**config.mk**
```make
export PLATFORM = sky130hd
export DESIGN_NAME = jtdd_vtimer
export DESIGN_NICKNAME = d
export VERILOG_FILES = /design/src/rtl/jtdd_video_pkg.sv /design/src/rtl/jtdd_vtimer_cnt.sv /design/src/rtl/jtdd_vtimer.sv
export SDC_FILE = /design/constraint.sdc
export NUM_CORES = 1
export LEC_CHECK = 0
export BUFFER_PORTS_ARGS = -buffer_cell sky130_fd_sc_hd__buf_4
export CAP_MARGIN = 5
export CORE_ASPECT_RATIO = 1.25
export CORE_MARGIN = 1.5
export CORE_UTILIZATION = 40
export CTS_BUF_LIST = sky130_fd_sc_hd__clkbuf_8 sky130_fd_sc_hd__clkbuf_16
export CTS_CLUSTER_SIZE = 14
export DETAILED_ROUTE_END_ITERATION = 7
export GPL_ROUTABILITY_DRIVEN = 1
export HOLD_SLACK_MARGIN = 0.02
export SLEW_MARGIN = 0
export SYNTH_ARGS = -nofsm -noshare
export SYNTH_HDL_FRONTEND = slang
export SYNTH_SLANG_ARGS = --single-unit
```
**constraint.sdc**
```tcl
create_clock -name clk -period 2.9 [get_ports clk]
set_input_delay 0.29 -clock clk [delete_from_list [all_inputs] [get_ports clk]]
set_output_delay 0.29 -clock clk [all_outputs]
set_load 0.01 [all_outputs]
```
**src/rtl/jtdd_video_pkg.sv**
```systemverilog
// Default video timing shared by the colour mixer and renderers.
// Counts are 9-bit unsigned; every constant must stay below 512.
package jtdd_video_pkg;

  typedef logic [8:0] vcnt_t;

  localparam int H_TOTAL  = 384;
  localparam int H_VIS    = 256;
  localparam int HS_START = 296;
  localparam int HS_END   = 328;

  localparam int V_TOTAL  = 272;
  localparam int V_START  = 8;
  localparam int V_END    = 248;
  localparam int VS_START = 256;
  localparam int VS_END   = 259;

endpackage

```
**src/rtl/jtdd_vtimer_cnt.sv**
```systemverilog
// Wrap counter 0..TOTAL-1 with increment enable, terminal count (tc)
// and a registered [WIN_START, WIN_END) window flag built from nxt.
module jtdd_vtimer_cnt #(
  parameter int W         = 9,
  parameter int TOTAL     = 384,
  parameter int WIN_START = 0,
  parameter int WIN_END   = 0
) (
  input  logic         clk,
  input  logic         rst,
  input  logic         inc,
  output logic [W-1:0] cnt,
  output logic [W-1:0] nxt,
  output logic         tc,
  output logic         win
);

  localparam logic [W-1:0] LAST = W'(TOTAL - 1);
  localparam logic [W-1:0] WS   = W'(WIN_START);
  localparam logic [W-1:0] WE   = W'(WIN_END);
  localparam logic WIN_RST = (WIN_START == 0) && (WIN_END > 0);

  logic [W-1:0] cnt_q, cnt_d;
  logic         win_q, win_d;

  assign tc = (cnt_q == LAST);

  always_comb begin
    cnt_d = cnt_q;
    if (inc) begin
      cnt_d = tc ? '0 : cnt_q + 1'b1;
    end
    win_d = (cnt_d >= WS) && (cnt_d < WE);
  end

  always_ff @(posedge clk or posedge rst) begin
    if (rst) begin
      cnt_q <= '0;
      win_q <= WIN_RST;
    end else begin
      cnt_q <= cnt_d;
      win_q <= win_d;
    end
  end

  assign cnt = cnt_q;
  assign nxt = cnt_d;
  assign win = win_q;

endmodule

```
**src/rtl/jtdd_vtimer.sv**
```systemverilog
// Video timing: pixel/line counts, blanking, syncs, vint/lint strobes.
// Ports: clk, rst (async high), pxl_cen in; hdump/vdump/vrender,
// hblank/vblank, hs/vs, vint/lint out. JTDD_FLIP_EN adds input flip.
module jtdd_vtimer
  import jtdd_video_pkg::*;
#(
  parameter int H_TOTAL  = jtdd_video_pkg::H_TOTAL,
  parameter int H_VIS    = jtdd_video_pkg::H_VIS,
  parameter int HS_START = jtdd_video_pkg::HS_START,
  parameter int HS_END   = jtdd_video_pkg::HS_END,
  parameter int V_TOTAL  = jtdd_video_pkg::V_TOTAL,
  parameter int V_START  = jtdd_video_pkg::V_START,
  parameter int V_END    = jtdd_video_pkg::V_END,
  parameter int VS_START = jtdd_video_pkg::VS_START,
  parameter int VS_END   = jtdd_video_pkg::VS_END
) (
  input  logic       clk,
  input  logic       rst,
  input  logic       pxl_cen,
`ifdef JTDD_FLIP_EN
  input  logic       flip,
`endif
  output logic [8:0] hdump,
  output logic [8:0] vdump,
  output logic [8:0] vrender,
  output logic       hblank,
  output logic       vblank,
  output logic       hs,
  output logic       vs,
  output logic       vint,
  output logic       lint
);

  localparam vcnt_t HV  = vcnt_t'(H_VIS);
  localparam vcnt_t VST = vcnt_t'(V_START);
  localparam vcnt_t VE  = vcnt_t'(V_END);
  localparam vcnt_t VL  = vcnt_t'(V_TOTAL - 1);

  vcnt_t h_cnt, h_nxt, v_cnt, v_nxt;
  logic  h_tc, v_tc_unused, h_wrap;
  logic  hs_w, vs_w;

  assign h_wrap = pxl_cen & h_tc;

  jtdd_vtimer_cnt #(
    .W(9), .TOTAL(H_TOTAL),
    .WIN_START(HS_START), .WIN_END(HS_END)
  ) u_hcnt (
    .clk (clk),
    .rst (rst),
    .inc (pxl_cen),
    .cnt (h_cnt),
    .nxt (h_nxt),
    .tc  (h_tc),
    .win (hs_w)
  );

  jtdd_vtimer_cnt #(
    .W(9), .TOTAL(V_TOTAL),
    .WIN_START(VS_START), .WIN_END(VS_END)
  ) u_vcnt (
    .clk (clk),
    .rst (rst),
    .inc (h_wrap),
    .cnt (v_cnt),
    .nxt (v_nxt),
    .tc  (v_tc_unused),
    .win (vs_w)
  );

  vcnt_t vrender_q, vrender_d;
  logic  hblank_q, hblank_d;
  logic  vblank_q, vblank_d;
  logic  vint_q, vint_d;
  logic  lint_q, lint_d;

  // Flags come from the next counts so they register alongside them.
  always_comb begin
    hblank_d  = (h_nxt >= HV);
    vblank_d  = (v_nxt < VST) || (v_nxt >= VE);
    vrender_d = (v_nxt == VL) ? '0 : v_nxt + 1'b1;
    vint_d    = h_wrap && (v_nxt == VE);
    lint_d    = h_wrap && (v_nxt[3:0] == 4'd0);
  end

  always_ff @(posedge clk or posedge rst) begin
    if (rst) begin
      vrender_q <= 9'd1;
      hblank_q  <= 1'b0;
      vblank_q  <= 1'b1;
      vint_q    <= 1'b0;
      lint_q    <= 1'b0;
    end else begin
      vrender_q <= vrender_d;
      hblank_q  <= hblank_d;
      vblank_q  <= vblank_d;
      vint_q    <= vint_d;
      lint_q    <= lint_d;
    end
  end

  assign hblank = hblank_q;
  assign vblank = vblank_q;
  assign hs     = hs_w;
  assign vs     = vs_w;
  assign vint   = vint_q;
  assign lint   = lint_q;

`ifdef JTDD_FLIP_EN
  assign hdump   = (flip && !hblank_q) ?
                   {h_cnt[8], ~h_cnt[7:0]} : h_cnt;
  assign vdump   = flip ? {v_cnt[8], ~v_cnt[7:0]} : v_cnt;
  assign vrender = flip ?
                   {vrender_q[8], ~vrender_q[7:0]} : vrender_q;
`else
  assign hdump   = h_cnt;
  assign vdump   = v_cnt;
  assign vrender = vrender_q;
`endif

endmodule

```
Word level (Yosys, flattened, before mapping)
Cells that the tools add are included.

operators by class
  equality and inequality tests = 4
  shift-type cells = 0
  divide/modulo/power cells = 0
  bitwise operators = 1
  add/subtract/negate cells = 3
  muxes and demuxes = 5
  multiply operators = 0
  $lt $le $gt $ge = 7
  reductions and logical operators = 6

operators with widths
  operator             count
  $mux 9               5
  $add 9x1->9 const B  3
  $eq 9x9->1 const B   3
  $ge 9x9->1 const B   3
  $lt 9x9->1 const B   2
  $eq 9x8->1 const B   1
  $ge 9x8->1 const B   1
  $lt 9x4->1 const B   1
  $logic_and 1x1->1    4
  $logic_not 4->1      1
  $and 1x1->1          1
  $logic_or 1x1->1     1

word-level totals
  memory bits (read-only) = 0
  latch bits = 0
  register bits = 33
  bits of input ports = 3
  output and inout port bits = 33
  memories = 0
  RAM bits = 0
  word-level logic and storage cells = 35

Depth between registers and ports, before layout
Gate-level depths: netlist (run 1).

  word-level depth = 5
  gate-level depth with buffers = 10
  gate-level depth less buffers = 10

By module
Synthesis (run 1) repeated with hierarchy kept, for this count alone.

second synthesis, totals
  cell total of the unflattened synthesis = 162
  area, all modules = 1714.1 µm²

by module, submodules not included
  module                    area an instance (µm²)  cells each  times used
  jtdd_vtimer               598.1                   54          1
  jtdd_vtimer_cnt (u_hcnt)  566.8                   53          1
  jtdd_vtimer_cnt (u_vcnt)  549.3                   55          1

Least setup slack after synthesis (run 1)
Ideal clock, no wire load.

  kind = flip-flop to flip-flop
  from = reg u_hcnt.cnt_q[0] (netlist: u_hcnt.cnt[0])
  to = reg vrender_q[3] (netlist: vrender[3])
  slack = 0.510 ns
  stages on the path, launching flop included = 9
  data arrival time = 2.261 ns
  setup time = 0.129 ns
  period minus slack after synthesis = 2.390 ns
  required time = 2.771 ns
  path buffers = 0
  cells stage by stage = dfrtp_1 ha_1 nand3_4 nor4_4 mux2i_1 inv_1 a311o_2 o311ai_1 nand2_1

between the ends
  cells in the longest elaborated chain, start to end = 5

ends and longest elaborated chain
  what                    line                   text
  from (decl)             jtdd_vtimer_cnt.sv:23  logic [W-1:0] cnt_q, cnt_d;
  from (signal assigned)  jtdd_vtimer_cnt.sv:41  cnt_q <= cnt_d;
  $eq 9x9->1              jtdd_vtimer_cnt.sv:26  assign tc = (cnt_q == LAST);
  $and 1x1->1             jtdd_vtimer.sv:43      assign h_wrap = pxl_cen & h_tc;
  $mux 9                  jtdd_vtimer_cnt.sv:30  if (inc) begin
  via u_vcnt.nxt[4]       jtdd_vtimer_cnt.sv:13  output logic [W-1:0] nxt,
  $eq 9x9->1              jtdd_vtimer.sv:81      vrender_d = (v_nxt == VL) ? '0 : v_nxt + 1'b1;
  $mux 9                  jtdd_vtimer.sv:81
  via vrender_d[3]        jtdd_vtimer.sv:71      vcnt_t vrender_q, vrender_d;
  to (signal assigned)    jtdd_vtimer.sv:94      vrender_q <= vrender_d;
  to (decl)               jtdd_vtimer.sv:71

The timed path passes the listed nets, and every way through them passes these cells.

Final worst setup path (run 1)
Same ends and word-level chain as after synthesis.

==> reports/results.txt, run 1 <==
WS Path Type = reg2reg
Hold Fails Final Rpt = 0
Max incr delay on CP = 0.43 ns
CP Max Fanout = 6
Leakage = 0.00105 µW
FF/Latch Area = 803 µm²
Final ANT Viol Nets = 0
Row count = 26
CTS Buf Count = 5
Die area = 4850 µm²
Synthesized netlist cell count = 169
CTS Buffer Depth = 2
Max cap viols = 0
Mapped Area = 1780 µm²
Total Routing Usage GR = 17.7%
YS warnings = 0
Distinct cells, synth = 53
Crit start category = flip-flop
Global-route wire length before repair = 6740 µm
Worst slew margin = 61.3%
Syn nets = 176
TritonCTS clock tree = done
Io pins = 36
Crit path max-delay cell type = a311o_2
Most frequent cells in the layout = buf_4 (39), dfrtp_1 (30), nand2_1 (12)
Mean post-synth cell area = 10.5 µm²
Power Density = 503 nW/µm²
Initial antenna violation count = 0
Cell family with most CP delay = compound AO/OA/AOI/OAI gates
CP required = 3.07 ns
Multi-input gate area = 902 µm²
Placement-stage worst setup slack = 0.348 ns
DRC Markers = 0
Drt total wl = 3970 µm
Final setup margin = 0.355 ns
RSZ-0062 raised after global routing = no
Period Utilization, post-route = 87.8%
Clock latency on the worst-skew pair = 0.28 ns
Grt ovf = 0
Post-CTS resize count = 0
# H-tree levels = 2
DR pass1 iterations = 4
Vias in the first global route = 1386
Actual slew at the worst max-slew pin = 0.577 ns
Count of hold-fix buffers inserted at cts = 0
Reg clk slew, reported paths = 0.07 ns
VDD IR max = 0.313 mV
Postcts setup bufs = 0
Data arrival, critical path = 2.71 ns
Final Setup Violations = 0
Clock Tree Root = clkbuf_8
Post-DP HPWL = 2930 µm
Crit path cell chain = ha_1, nand3_4, nor4_4, mux2i_1, inv_1, a311o_2, o311ai_1, nand2_1
Initial Util = 42.7%
Core Area = 4160 µm²
Min-Delay Path Class = in2async
Register area share after synthesis = 45.2%
Worst Setup End Kind = flip-flop
Crit path time final = 2.55 ns
FF+latch count, synth = 32
Share of cells above drive strength 1 = 31.3%
Max-slew violations = 0
Async SR Flop Fraction = 100%
Largest net degree at the start of global routing = 33
Nets = 215
DP Cell Count = 257
TritonCTS Sinks = 32
Setup TNS = 0 ns
Max Clock Skew = 0.00639 ns
Area growth, synth to finish = 23.9%
1st-iter DRT viols = 105
Routed wire per std cell = 15.0 µm
Main synth FF type = dfrtp_1
Post-route insts no fill = 264
Status = finished, final reports clean
IO Port Bufs = 35
Worst path bufs/invs = 1
Vias = 1425
Die W = 62.6 µm
Antenna diodes = 0
Die H = 77.5 µm
Fillcell total = 415
EDFF count, synth = 0
Commonest non-fill, non-tap cell in the layout = buf_4
Routability cong. = 0.912
Fmax achieved = 393 MHz
DR vias/cell = 5.40
## synthesized netlist by cell type (3+ instances only)
cell type,instances,share of area [%]
and3_1,5,1.8
mux2_2,3,1.9
xnor2_1,9,4.4
nand2_1,12,2.5
clkbuf_1,3,0.63
a21oi_1,3,0.84
nor2_1,11,2.3
xor2_1,3,1.5
o21ai_0,6,1.7
buf_2,3,0.84
nand4_1,10,3.5
nand3_1,9,2.5
dfrtp_1,30,42
inv_1,10,2.1
ha_1,4,2.8
or3_1,3,1.1
a31oi_1,3,1.1
## per-stage QoR
step / total power (µW) / hold slack (ns) / cell area [µm²] / util (%)
after floorplan: 663 / 0.397 / 1780 / -
after global placement: 742 / 0.403 / 2110 / 50.6
after detailed placement: 749 / 0.410 / 2110 / 50.6
after CTS: 1120 / 0.107 / 2200 / 52.9
after global routing: 1160 / 0.153 / 2200 / 52.9
final: 1110 / 0.0984 / 2200 / 52.9
## final cells by class
| cell class | instances | area share (%) |
|---|---|---|
| Clock buffer | 7 | 4.38 |
| Inverter | 10 | 1.70 |
| Multi-Input combinational cell | 120 | 41.0 |
| Sequential cell | 32 | 36.5 |
| Tap cell | 56 | 3.18 |
| Timing Repair Buffer | 39 | 13.3 |
## final timing paths
check,start,end,slack (ns),cells past startpoint
setup / recovery,u_hcnt.cnt[0],vrender[3],0.35,8
hold / removal,rst,lint,0.1,3
setup reg to reg,u_hcnt.cnt[0],vrender[3],0.35,8
hold reg to reg,u_hcnt.cnt[1],u_hcnt.cnt[1],0.58,1
max in group asynchronous,rst,vblank,2.48,3
min in group clk,pxl_cen,u_hcnt.cnt[0],0.28,2
## tightest hold or removal path, cell delays in order
cell and delay, ns:
buf_4 0.11, inv_1 0.04, buf_4 0.36
## cells by family (layout without fill, tap and decap cells)
kind of cell	count (synthesis)	count (layout)	synth area share, %
simple gates	73	73	28.1
flops	32	32	45.2
compound gates	25	25	9.65
buf+inv	17	56	4.01
xor+xnor	14	14	7.75
fa+ha+maj	4	4	2.82
mux	4	4	2.46
## where the power goes
group          switching (µW)  leakage (µW)  internal [µW]
Combinational            96.9      0.000578           93.6
Sequential               66.3      0.000419            484
Clock                     156     0.0000503            211
## per-layer routing
| layer | vias up | part of all wire, % | track usage [%] |
|---|---|---|---|
| met3 | 5 | 5.3 | 5.65 |
| met2 | 46 | 50 | 28.7 |
| met1 | 689 | 43 | 21.8 |
| li1 | 685 | - | - |
| met4 | 0 | 1.3 | 6.89 |
| met5 | - | 0 | 0 |
## state kept, by name, summed over array words and instances (netlist names)
register    cells
u_hcnt.win      1
u_hcnt.cnt      8
lint            1
u_vcnt.win      1
hblank          1
vint            1
vblank          1
u_vcnt.cnt      9
vrender         9
Power figures use the tool's default switching activity.
==> run 2: changes to the inputs <==
Settings changed: ABC_AREA from default to 1.
==> run 2 against run 1 <==
- critical endpoint is now vrender[8]
- synthesized area up 11%
- global-route usage rose by 0.67 points
- largest cell class unchanged
- synthesized cell count is 42% higher
- sequential cell count unchanged
- core utilization decreased by 2.6 points
- clock-buffer cell count fell by 2
==> reports/results.txt, run 2 <==
XOR/XNOR share of the synthesized area = 2.23%
Largest net degree at the start of global routing = 19
Most frequent cells in the layout = nand2_1 (55), buf_4 (37), nor2_1 (32)
Mapped Area = 1960 µm²
Global-route wire length before repair = 7470 µm
FF+latch count, synth = 32
TritonCTS Sinks = 32
VDD IR max = 0.234 mV
Final ANT Viol Nets = 0
Crit path max-delay cell type = dfrtp_1
Max Clock Skew = 0.00380 ns
CTS Buffer Depth = 2
Syn nets = 247
Worst slew margin = 59.8%
DR vias/cell = 4.85
YS warnings = 0
Max cap viols = 0
Met1 Use GR = 21.0%
Share of cells above drive strength 1 = 29.4%
Max-slew violations = 0
Met2 Use GR = 32.7%
RSZ-0062 raised after global routing = no
Post-synthesis simple-gate area fraction = 40.1%
Data arrival, critical path = 2.62 ns
Top cell type by total area after synthesis = dfrtp_1
Actual slew at the worst max-slew pin = 0.603 ns
Fmax achieved = 411 MHz
Distinct cells, synth = 32
Register area share after synthesis = 40.9%
Synth top area cells = dfrtp_1 (38%), nand2_1 (11%), nor2_1 (6.1%), nand3_1 (5.6%), inv_1 (5.0%)
Drt total wl = 4290 µm
Hold Fails Final Rpt = 0
DR pass1 iterations = 4
Leakage = 0.00117 µW
GRT Max-Usage Layer = met2
CTS Buf Count = 5
Max incr delay on CP = 0.39 ns
Reg clk slew, reported paths = 0.07 ns
Final instance area = 2380 µm²
Met3 usage = 4.02%
Commonest non-fill, non-tap cell in the layout = nand2_1
Area share of fa/ha/maj cells after synthesis = 2.55%
Synth top cells by count = nand2_1 (55), nor2_1 (32), dfrtp_1 (30)
Vias in the first global route = 1643
CP Max Fanout = 14
Grt ovf = 0
Clock Tree Root = clkbuf_8
Total Routing Usage GR = 18.4%
# H-tree levels = 2
Worst Setup End Kind = flip-flop
Io pins = 36
IO Port Bufs = 35
Crit path time final = 2.43 ns
Most common cell in the netlist = nand2_1
Die W = 65.7 µm
Post-synthesis compound-gate area fraction = 6.31%
Initial antenna violation count = 0
Routed wire per std cell = 12.5 µm
Area growth, synth to finish = 21.0%
Final Setup Violations = 0
Count of hold-fix buffers inserted at cts = 0
Crit start category = flip-flop
Post-DP HPWL = 3360 µm
Synthesized netlist cell count = 240
Nets = 288
Main combinational cell family by area after synthesis = simple AND/OR/NAND/NOR gates
Min-Delay Path Class = in2async
Crit path cell chain = ha_1, nand2_1, nor2_4, nand2_4, nor2_8, o21ai_0, inv_2, ha_1, nand3_2, a21oi_4, nand3_2, nor2_4, nor2_1
WS Path Type = reg2reg
Mean post-synth cell area = 8.18 µm²
Die area = 5340 µm²
TritonCTS clock tree = done
Postcts setup bufs = 0
Die H = 81.4 µm
EDFF count, synth = 0
Main synth FF type = dfrtp_1
Row count = 28
Post-CTS resize count = 0
DRC Markers = 0
Vias = 1658
Power Density = 515 nW/µm²
CP required = 3.09 ns
Setup TNS = 0 ns
Initial Util = 41.5%
Period Utilization, post-route = 83.9%
1st-iter DRT viols = 72
Core Area = 4730 µm²
Status = finished, final reports clean
Clock latency on the worst-skew pair = 0.29 ns
Antenna diodes = 0
Post-DP Area = 2280 µm²
Multiplexer area fraction after synthesis = 0%
Routability cong. = 0.881
Async SR Flop Fraction = 100%
Synth top area share = 38.2%
==> run 2: changes by cell type in the layout (fill, tap and decap cells not counted), sizes merged, moves of 3 or more <==
cell | before | now
nand2 | 12 | 63
nor2 | 12 | 41
inv | 10 | 32
nand3 | 11 | 31
xnor2 | 9 | 0
and3 | 6 | 0
o21ai | 7 | 13
nand4 | 10 | 6
a31oi | 3 | 0
mux2 | 3 | 0
nor4 | 3 | 0
or3 | 3 | 0
==> run 2: cells by family (layout without fill, tap and decap cells) <==
family,Yosys count,in the layout
buf+inv,36,78
xor+xnor,5,5
compound gates,18,18
fa+ha+maj,4,4
flops,32,32
simple gates,145,145
==> run 2: final timing paths <==
check	depth (start not counted)	from	endpoint	slack [ns]
worst max-delay path	13	u_hcnt.cnt[0]	vrender[8]	0.47
worst min-delay path	2	rst	u_hcnt.cnt[6]	0.06
worst max register to register	13	u_hcnt.cnt[0]	vrender[8]	0.47
worst min register to register	2	u_hcnt.cnt[1]	u_hcnt.cnt[1]	0.54
max in group asynchronous	3	rst	vblank	2.11
min in group clk	2	pxl_cen	u_hcnt.cnt[0]	0.25
==> run 2: routing by layer <==
| metal | share of wire [%] | wire [µm] |
|---|---|---|
| met1 | 41 | 1780 |
| met2 | 52 | 2230 |
| met3 | 4.1 | 177 |
| met4 | 2.5 | 108 |
| met5 | 0 | 0 |
==> run 2: per-stage QoR <==
step                      utilization [%]  hold WS [ns]  power (µW)  worst slack, ns  instances
final                                50.3        0.0634        1230            0.466        342
after global routing                 50.3         0.130        1300            0.203        342
after detailed placement             48.3         0.406         886            0.457        334
after floorplan                         -         0.397         754            0.683        240
after global placement               48.3         0.389         881            0.523        334
after CTS                            50.3        0.0875        1240            0.445        342
==> run 2: where the power goes <==
group	internal, µW	switching [µW]	total, µW
sequential	498	68.2	566
combinational	135	173	307
clock	170	182	351
==> run 2: layout make-up <==
class,instances,area [µm²]
Multi-Input combinational cell,172,1000
Tap cell,60,75.1
Clock buffer,5,68.8
Fill cell,498,2350
Sequential cell,32,803
Clock inverter,3,23.8
Inverter,33,124
Timing Repair Buffer,37,278
==> run 2: critical path, delay by kind of cell, from the launching register on <==
family          cells  cell delay (ns)
compound gates      2             0.41
fa+ha+maj           2             0.42
buf+inv             1             0.14
flops               1             0.39
simple gates        8             0.95
